**src/rtl/matrix_key_pkg.sv**
```systemverilog
// Shared types and constants for the matrix key scanner and its event queue.
package matrix_key_pkg;

    localparam int EVENT_FIFO_DEPTH = 4;

    typedef enum logic [1:0] {
        DWELL  = 2'd0,
        SAMPLE = 2'd1,
        WALK   = 2'd2
    } scan_state_t;

    typedef struct packed {
        logic       pressed;
        logic [5:0] code;
    } key_event_t;

endpackage

```
**src/rtl/matrix_key_event_fifo.sv**
```systemverilog
// Event queue for the key scanner: DEPTH-entry FIFO with valid/ready output and a full flag.
// DEPTH == 1 builds a plain output register with no skid storage.
module matrix_key_event_fifo #(
    parameter int DEPTH = 1,
    parameter int W     = 7
) (
    input  logic         clock,
    input  logic         reset,
    input  logic         push_i,
    input  logic [W-1:0] push_data_i,
    output logic         full_o,
    output logic         valid_o,
    input  logic         ready_i,
    output logic [W-1:0] data_o
);

    generate
        if (DEPTH == 1) begin : g_reg
            logic         valid_q;
            logic [W-1:0] data_q;

            // Single holding register; a push is only accepted while empty.
            always_ff @(posedge clock or posedge reset) begin
                if (reset) begin
                    valid_q <= 1'b0;
                    data_q  <= {W{1'b0}};
                end else if (push_i && !valid_q) begin
                    valid_q <= 1'b1;
                    data_q  <= push_data_i;
                end else if (valid_q && ready_i) begin
                    valid_q <= 1'b0;
                end
            end

            assign full_o  = valid_q;
            assign valid_o = valid_q;
            assign data_o  = data_q;
        end else begin : g_fifo
            localparam int PW = $clog2(DEPTH);
            localparam int CW = $clog2(DEPTH + 1);

            logic [W-1:0]  mem_q [DEPTH];
            logic [PW-1:0] rd_q;
            logic [PW-1:0] wr_q;
            logic [CW-1:0] cnt_q;
            logic          push_ok_s;
            logic          pop_s;

            // Fullness comes from registered count, so a pop never frees space for the same-cycle push.
            assign full_o    = (cnt_q == CW'(DEPTH));
            assign valid_o   = (cnt_q != CW'(0));
            assign push_ok_s = push_i && !full_o;
            assign pop_s     = valid_o && ready_i;
            assign data_o    = mem_q[rd_q];

            // Circular buffer storage, pointers and occupancy.
            always_ff @(posedge clock or posedge reset) begin
                if (reset) begin
                    for (int i = 0; i < DEPTH; i++) begin
                        mem_q[i] <= {W{1'b0}};
                    end
                    rd_q  <= PW'(0);
                    wr_q  <= PW'(0);
                    cnt_q <= CW'(0);
                end else begin
                    if (push_ok_s) begin
                        mem_q[wr_q] <= push_data_i;
                        wr_q        <= (wr_q == PW'(DEPTH - 1)) ? PW'(0) : wr_q + PW'(1);
                    end
                    if (pop_s) begin
                        rd_q <= (rd_q == PW'(DEPTH - 1)) ? PW'(0) : rd_q + PW'(1);
                    end
                    cnt_q <= cnt_q + CW'(push_ok_s) - CW'(pop_s);
                end
            end
        end
    endgenerate

endmodule

```
**src/rtl/matrix_key_scanner.sv**
```systemverilog
// Row-scanning 8x8 key matrix reader with per-key debounce and a press/release event stream.
// Define MATRIX_KEY_EVENT_FIFO_EN for a 4-entry event FIFO; otherwise the queue is one register.
module matrix_key_scanner
    import matrix_key_pkg::*;
#(
    parameter int CLOCK_HZ       = 27_000_000,
    parameter int SCAN_HZ        = 1000,
    parameter int ROWS           = 8,
    parameter int COLS           = 8,
    parameter int DEBOUNCE_SCANS = 4
) (
    input  logic                          clock,
    input  logic                          reset,
    output logic [ROWS-1:0]               row_drive,
    input  logic [COLS-1:0]               col_sense,
    output logic [ROWS*COLS-1:0]          key_state,
    output logic                          event_valid,
    input  logic                          event_ready,
    output logic                          event_pressed,
    output logic [$clog2(ROWS*COLS)-1:0]  event_code
);

    localparam int DWELL_CYCLES = CLOCK_HZ / SCAN_HZ;
    localparam int NKEYS        = ROWS * COLS;
    localparam int KW           = $clog2(NKEYS);
    localparam int RW           = $clog2(ROWS);
    localparam int CLW          = $clog2(COLS);
    localparam int DW           = $clog2(DWELL_CYCLES);
    localparam int DBW          = $clog2(DEBOUNCE_SCANS + 1);
`ifdef MATRIX_KEY_EVENT_FIFO_EN
    localparam int QDEPTH       = EVENT_FIFO_DEPTH;
`else
    localparam int QDEPTH       = 1;
`endif

    logic [COLS-1:0]  sync1_q, sync2_q;
    scan_state_t      state_q, state_d;
    logic [DW-1:0]    dwell_q, dwell_d;
    logic [CLW-1:0]   col_q, col_d;
    logic [RW-1:0]    row_q, row_d;
    logic [ROWS-1:0]  row_drive_q, row_drive_d;
    logic [COLS-1:0]  sample_q, sample_d;
    logic [NKEYS-1:0] key_state_q;
    logic [DBW-1:0]   dbc_q [NKEYS];

    logic [KW-1:0]    key_idx_s;
    logic             sense_s;
    logic [DBW-1:0]   dbc_inc_s;
    logic             stall_s;
    logic             key_wr_s, key_val_s;
    logic             dbc_wr_s;
    logic [DBW-1:0]   dbc_val_s;
    logic             push_s;
    logic             q_full_s;
    logic [KW:0]      head_s;

    assign key_idx_s = KW'(row_q) * KW'(COLS) + KW'(col_q);
    assign sense_s   = sample_q[col_q];
    assign dbc_inc_s = dbc_q[key_idx_s] + DBW'(1);

    // Scan sequencing and the debounce decision for the key under the walk pointer.
    always_comb begin
        state_d     = state_q;
        dwell_d     = dwell_q;
        col_d       = col_q;
        row_d       = row_q;
        row_drive_d = row_drive_q;
        sample_d    = sample_q;
        stall_s     = 1'b0;
        key_wr_s    = 1'b0;
        key_val_s   = 1'b0;
        dbc_wr_s    = 1'b0;
        dbc_val_s   = DBW'(0);
        push_s      = 1'b0;
        case (state_q)
            DWELL: begin
                if (dwell_q == DW'(DWELL_CYCLES - 1)) begin
                    dwell_d = DW'(0);
                    state_d = SAMPLE;
                end else begin
                    dwell_d = dwell_q + DW'(1);
                end
            end
            SAMPLE: begin
                sample_d = sync2_q;
                col_d    = CLW'(0);
                state_d  = WALK;
            end
            WALK: begin
                if (sense_s == key_state_q[key_idx_s]) begin
                    dbc_wr_s  = 1'b1;
                    dbc_val_s = DBW'(0);
                end else if (dbc_inc_s == DBW'(DEBOUNCE_SCANS)) begin
                    // A state change must emit an event; with no room, hold this column.
                    if (q_full_s) begin
                        stall_s = 1'b1;
                    end else begin
                        push_s    = 1'b1;
                        key_wr_s  = 1'b1;
                        key_val_s = sense_s;
                        dbc_wr_s  = 1'b1;
                        dbc_val_s = DBW'(0);
                    end
                end else begin
                    dbc_wr_s  = 1'b1;
                    dbc_val_s = dbc_inc_s;
                end
                if (stall_s) begin
                    col_d = col_q;
                end else if (col_q == CLW'(COLS - 1)) begin
                    col_d       = CLW'(0);
                    row_drive_d = {row_drive_q[ROWS-2:0], row_drive_q[ROWS-1]};
                    row_d       = (row_q == RW'(ROWS - 1)) ? RW'(0) : row_q + RW'(1);
                    state_d     = DWELL;
                end else begin
                    col_d = col_q + CLW'(1);
                end
            end
            default: begin
                state_d = DWELL;
            end
        endcase
    end

    // Column synchronizer, scan registers, debounced state and per-key counters.
    always_ff @(posedge clock or posedge reset) begin
        if (reset) begin
            sync1_q     <= {COLS{1'b0}};
            sync2_q     <= {COLS{1'b0}};
            state_q     <= DWELL;
            dwell_q     <= DW'(0);
            col_q       <= CLW'(0);
            row_q       <= RW'(0);
            row_drive_q <= ROWS'(1);
            sample_q    <= {COLS{1'b0}};
            key_state_q <= {NKEYS{1'b0}};
            for (int i = 0; i < NKEYS; i++) begin
                dbc_q[i] <= DBW'(0);
            end
        end else begin
            sync1_q     <= col_sense;
            sync2_q     <= sync1_q;
            state_q     <= state_d;
            dwell_q     <= dwell_d;
            col_q       <= col_d;
            row_q       <= row_d;
            row_drive_q <= row_drive_d;
            sample_q    <= sample_d;
            if (key_wr_s) begin
                key_state_q[key_idx_s] <= key_val_s;
            end
            if (dbc_wr_s) begin
                dbc_q[key_idx_s] <= dbc_val_s;
            end
        end
    end

    matrix_key_event_fifo #(
        .DEPTH (QDEPTH),
        .W     (KW + 1)
    ) u_event_fifo (
        .clock       (clock),
        .reset       (reset),
        .push_i      (push_s),
        .push_data_i ({sense_s, key_idx_s}),
        .full_o      (q_full_s),
        .valid_o     (event_valid),
        .ready_i     (event_ready),
        .data_o      (head_s)
    );

    assign row_drive     = row_drive_q;
    assign key_state     = key_state_q;
    assign event_pressed = head_s[KW];
    assign event_code    = head_s[KW-1:0];

endmodule

```
**config.mk**
```make
export PLATFORM = sky130hd
export DESIGN_NAME = matrix_key_scanner
export DESIGN_NICKNAME = d
export VERILOG_FILES = /design/src/rtl/matrix_key_pkg.sv /design/src/rtl/matrix_key_event_fifo.sv /design/src/rtl/matrix_key_scanner.sv
export SDC_FILE = /design/constraint.sdc
export NUM_CORES = 1
export LEC_CHECK = 0
export CORE_MARGIN = 8
export CORE_UTILIZATION = 35
export CTS_CLUSTER_SIZE = 25
export DETAILED_ROUTE_END_ITERATION = 8
export GPL_ROUTABILITY_DRIVEN = 0
export PLACE_DENSITY_LB_ADDON = 0.3
export SKIP_CTS_REPAIR_TIMING = 1
export SLEW_MARGIN = 20
export SYNTH_ARGS = -nofsm -noshare
export SYNTH_HDL_FRONTEND = slang
export SYNTH_SLANG_ARGS = --single-unit
```
**constraint.sdc**
```tcl
create_clock -name clock -period 11.9 [get_ports clock]
set_input_delay 2.38 -clock clock [delete_from_list [all_inputs] [get_ports clock]]
set_output_delay 2.38 -clock clock [all_outputs]
set_load 0.01 [all_outputs]
```
* Word-level counts from Yosys, hierarchy flattened *
Cells that the tools add are included.

storage, ports and cells
  bits in registers = 319
  logic and storage cells = 150

operators by class
  multiplexer cells = 42
  bitwise operators = 2
  reduce and logical (&&, ||, !) cells = 11
  $lt $le $gt $ge = 5
  eq/ne operators = 10
  add/subtract/negate cells = 5

operators with widths
  cell                                                  number
  bitwise mux 192 bit                                   1
  bitwise mux 64 bit                                    1
  two-way mux 3 bit                                     9
  two-way mux 1 bit                                     20
  binary-select mux 3 bit (select 6 bit)                1
  demux 3 bit (select 6 bit)                            1
  adder 15 x 1 -> 15 bit (second input constant)        1
  equality test 15 bit (second input constant)          1
  two-way mux 15 bit                                    1
  adder 3 x 1 -> 3 bit (second input constant)          3
  equality test 3 bit (second input constant)           3
  >= comparator 7 bit (second input constant)           1
  < comparator 6 x 7 -> 1 bit (second input constant)   1
  < comparator 7 x 1 -> 1 bit (second input constant)   1
  inverter 6 -> 7 bit                                   1
  adder 6 x 3 -> 6 bit                                  1
  binary-select mux 1 bit (select 6 bit)                1
  demux 1 bit (select 6 bit)                            1
  >= comparator 6 x 1 -> 1 bit (second input constant)  1
  two-way mux 2 bit                                     3
  != test 2 bit (second input constant)                 3
  one-hot mux 2 bit (3 select lines)                    1
  one-hot mux 3 bit (2 select lines)                    1
  AND reduction 3 bit                                   2
  other kinds (11)                                      15

* Longest topological paths before layout *
  depth after elaboration = 12
  depth in mapped cells = 18
  gate-level depth less buffers = 12

* By module *
From an unflattened synthesis, not the netlist that was laid out.

second synthesis, totals
  cells, all modules = 1518
  area, all modules = 15777.6 um^2

by module, submodules not included
  module                 area an instance (um^2)  times used  cells each  sequential area each (um^2)
  matrix_key_scanner     15432.3                  1           1497        7783.7
  matrix_key_event_fifo  345.3                    1           21          200.2

* Worst setup path before layout *
Ideal clock, no wire load.

  kind = register to register
  start point = register col_q[0]
  end point = register key_state_q[24] (netlist: key_state[24])
  setup slack = 8058 ps
  buffers on the path = 6
  clock period less this slack = 3842 ps
  required time = 11773 ps
  cell stages (with the launch flop) = 16
  data arrival time = 3715 ps
  cells stage by stage = dfrtp_1 -> buf_4 -> buf_6 -> buf_2 -> buf_2 -> mux4_2 -> nand2_1 -> a21oi_1 -> or4_1 -> ha_1 -> nand2b_1 -> mux2i_4 -> buf_6 -> buf_2 -> nand4_1 -> mux2_1

on the way
  word-level cells in the longest chain between the ends = 11

RTL lines
  item                                                  RTL line                   RTL
  start: declaration                                    matrix_key_scanner.sv:39   logic [CLW-1:0] col_q, col_d;
  start signal: assignment                              matrix_key_scanner.sv:145  col_q <= col_d;
  adder 6 x 3 -> 6 bit                                  matrix_key_scanner.sv:57   assign key_idx_s = KW'(row_q) * KW'(COLS) + KW'(col_q);
  inverter 6 -> 7 bit (implied by the code)             matrix_key_scanner.sv:59   assign dbc_inc_s = dbc_q[key_idx_s] + DBW'(1);
  binary-select mux 3 bit (select 6 bit)                matrix_key_scanner.sv:59
  two-way mux 3 bit (implied by the code) (2 in a row)  matrix_key_scanner.sv:59
  adder 3 x 1 -> 3 bit                                  matrix_key_scanner.sv:59
  equality test 3 bit                                   matrix_key_scanner.sv:93   end else if (dbc_inc_s == DBW'(DEBOUNCE_SCANS)) begin
  two-way mux 1 bit                                     matrix_key_scanner.sv:93
  two-way mux 1 bit                                     matrix_key_scanner.sv:90   if (sense_s == key_state_q[key_idx_s]) begin
  two-way mux 1 bit                                     matrix_key_scanner.sv:75   case (state_q)
  bitwise mux 64 bit                                    matrix_key_scanner.sv:150  key_state_q[key_idx_s] <= key_val_s;
  end signal: assignment                                matrix_key_scanner.sv:136  key_state_q <= {NKEYS{1'b0}};
  end signal: indexed assignment                        matrix_key_scanner.sv:150
  end: declaration                                      matrix_key_scanner.sv:43   logic [NKEYS-1:0] key_state_q;

Parallel ways exist; a longest one is shown, timed or not. The select of a mux whose other input is x is not followed.
A chain may end at the register's enable or synchronous reset.

* Worst setup path in the final report *
  start point = register col_q[2]
  end point = register dbc_q[21] (netlist bit)

on the way
  word-level cells in the longest chain between the ends = 11

RTL lines
  item                                                  RTL line                                             RTL
  adder 6 x 3 -> 6 bit                                  matrix_key_scanner.sv:57
  inverter 6 -> 7 bit (implied by the code)             matrix_key_scanner.sv:59, matrix_key_scanner.sv:153
  binary-select mux 3 bit (select 6 bit)                matrix_key_scanner.sv:59
  two-way mux 3 bit (implied by the code) (2 in a row)  matrix_key_scanner.sv:59
  adder 3 x 1 -> 3 bit                                  matrix_key_scanner.sv:59
  equality test 3 bit                                   matrix_key_scanner.sv:93
  two-way mux 3 bit                                     matrix_key_scanner.sv:93
  two-way mux 3 bit                                     matrix_key_scanner.sv:90
  two-way mux 3 bit                                     matrix_key_scanner.sv:75
  bitwise mux 192 bit                                   matrix_key_scanner.sv:153                            dbc_q[key_idx_s] <= dbc_val_s;
  end signal: indexed assignment                        matrix_key_scanner.sv:153
  end: declaration                                      matrix_key_scanner.sv:44                             logic [DBW-1:0] dbc_q [NKEYS];

Parallel ways exist; a longest one is shown, timed or not. The select of a mux whose other input is x is not followed.

==> flow_summary.toml <==
[critical_path]
cp-end-kind = "register"
worst-path-max-fanout = 64
crit_type = "register to register"
crit_required_ps = 12310
cp_data_arrival_time_ps = 7340
crit_path_start_kind = "register"

[drt]
post-route-drc-count = 0
first_pass_iters = 7
drt-total-wl_microns = 47700
drtIter0Drc = 1208
viasPerCell = 5.76
detail_route.wl_per_cell_microns = 22.9
antenna_left = 0
routed-via-count = 12000

[timing]
setup_viol = 0
final_max_slew_viol_count = 0
max_slew.worst_pin.slew_ps = 1130
clock-skew-final_ps = 16.3
rsz0062_at_grt = "no"
period_needed_ps = 6940
tns_ps = 0
max_freq_mhz = 144
hold_viol = 0
post-route-period-util_pct = 58.3
fin_hold_ws_ps = 345
relSlewSlack_pct = 24.4

[floorplanning]
die-area_sq_um = 50800
boundaryPins = 91
die_height_microns = 225
start_util_pct = 35.5
core_area_sq_um = 43200
num_rows = 76
die_w_microns = 225

[layout]
final_layout_size_suffix_gt1_share_pct = 17.9
synthToLayoutAreaGrowth_pct = 16.5
final_common_cell = "dfrtp_1"
final_cell_mix = "315 x dfrtp_1, 149 x mux2_2, 142 x o22ai_1, 135 x inv_1, 99 x nand2_1"
diodes = 0
nets = 1495
stdcell_count = 2084

[power]
total_power_mw = 2.18
ir_drop_uv = 86.1
p_per_area_nw_per_um2 = 122
leakage_nw = 7.45

[min_path]
min_path_type = "register to register"

[synth]
synth-edff-count = 0
syn_nets = 1455
synth_area_per_cell_sq_um = 10.7
syn_area_sq_um = 15300
yosysWarnings = 0
synth_cells = 1437
ys_types = 72
synth_flop_cell = "dfrtp_1"
yosys_register_bits = 319
async_flop_share_pct = 100
seq_area_frac_synth_pct = 52.0

[clock_tree]
root_buffer = "clkbuf_16"
insertion_delay_ps = 530
numCtsBuffers = 35
clk_pin_slew_ps = 60
cts_max_level = 2
cts_tree = "yes"
cts_buffer_depth = 3
cts_sinks = 319

[placed_design]
io_buffers = 90
dp_cells = 2025
place_hpwl_microns = 30200

[global_route]
antenna_found_initial = 0
grt_max_degree = 125
grt_use_total_pct = 18.4
overflow = 0
grt_pass1_wl_microns = 73900
grt_pass1_vias = 12100

[run]
cap_violations = 0

[status]
status = "complete, no violations"
## stage by stage
| step | util (%) | setup slack, ps | cell area, sq um |
|---|---|---|---|
| after floorplan | - | 694 | 15300 |
| after global placement | 38.8 | 5180 | 16700 |
| after detailed placement | 38.8 | 5090 | 16800 |
| after CTS | 41.4 | 5090 | 17900 |
| after global routing | 41.4 | 4830 | 17900 |
| final | 41.4 | 4960 | 17900 |
## flip-flops by register name, indices dropped and copies added (netlist names)
signal               count
sample_q                 8
sync2_q                  8
dwell_q                 15
sync1_q                  8
u_event_fifo.data_o      7
row_drive                8
row_q                    3
u_event_fifo.full_o      1
dbc_q                  192
key_state               64
col_q                    3
state_q                  2
## critical path: stages (launching register included)
cell and delay, ps:
dfrtp_2 540, buf_4 570, nor2b_1 820, and2_1 740, buf_4 400, a22oi_1 110
a31oi_1 300, a21oi_1 130, nand4_1 230, ha_1 210, nand2b_1 90, mux2i_4 620
buf_4 730, buf_4 640, a21oi_1 230, mux2_1 360
## cell families (layout without fill, tap and decap cells)
group	after synthesis	in the layout	synth area share (%)
simple gates	300	300	10.4
xor+xnor	7	7	0.399
flops	319	319	52.0
mux	193	193	14.7
fa+ha+maj	7	7	0.571
compound gates	360	360	15.2
buf+inv	251	313	6.79
## cells in the mapped netlist (10+ instances only)
master    instances  area, sq um
mux2_2          149         1680
dfrtp_1         318         7960
buf_2            44          220
nand3_1          19         95.1
mux2i_1          27          270
a21oi_1          80          400
nand2_1          99          372
o21ai_0          20          100
inv_1           136          510
clkbuf_1         55          206
nor2_1           35          131
nand4_1          77          482
nor2b_1          10         62.6
o22ai_1         142          888
a22oi_1          54          405
a221oi_1         10         87.6
## final timing paths
path,from,depth (start not counted),end,slack (ps)
min in group asynchronous,reset,2,sync1_q[1],2400
worst max-delay path,col_q[2],15,dbc_q[21],4960
worst min-delay path,sync1_q[3],0,sync2_q[3],350
max in group asynchronous,reset,4,dbc_q[182],7290
worst max register to register,col_q[2],15,dbc_q[21],4960
worst min register to register,sync1_q[3],0,sync2_q[3],350
## layout make-up
class,count,area (sq um)
clock inverters,5,50.0
multi-input cells,867,6410
flip-flops and latches,319,7990
well taps,585,732
inverters,136,518
fillers,4127,25300
repair buffers,118,1110
clock buffers,54,1070
## layer usage
layer  share of wire, %  vias to the layer above  track usage [%]
met2                 46                      467             28.2
met3                7.5                      110             3.53
li1                   -                     5344                -
met5                  0                        -                0
met4                3.2                        0             6.58
met1                 44                     6089             25.7
## report_power, final
group	total [mW]	internal (mW)	switching, mW
Clock	1.07	0.637	0.433
Sequential	1.09	1.09	0.000805
Combinational	0.0257	0.00371	0.0220
No activity file was read; power rests on OpenSTA's default activity.
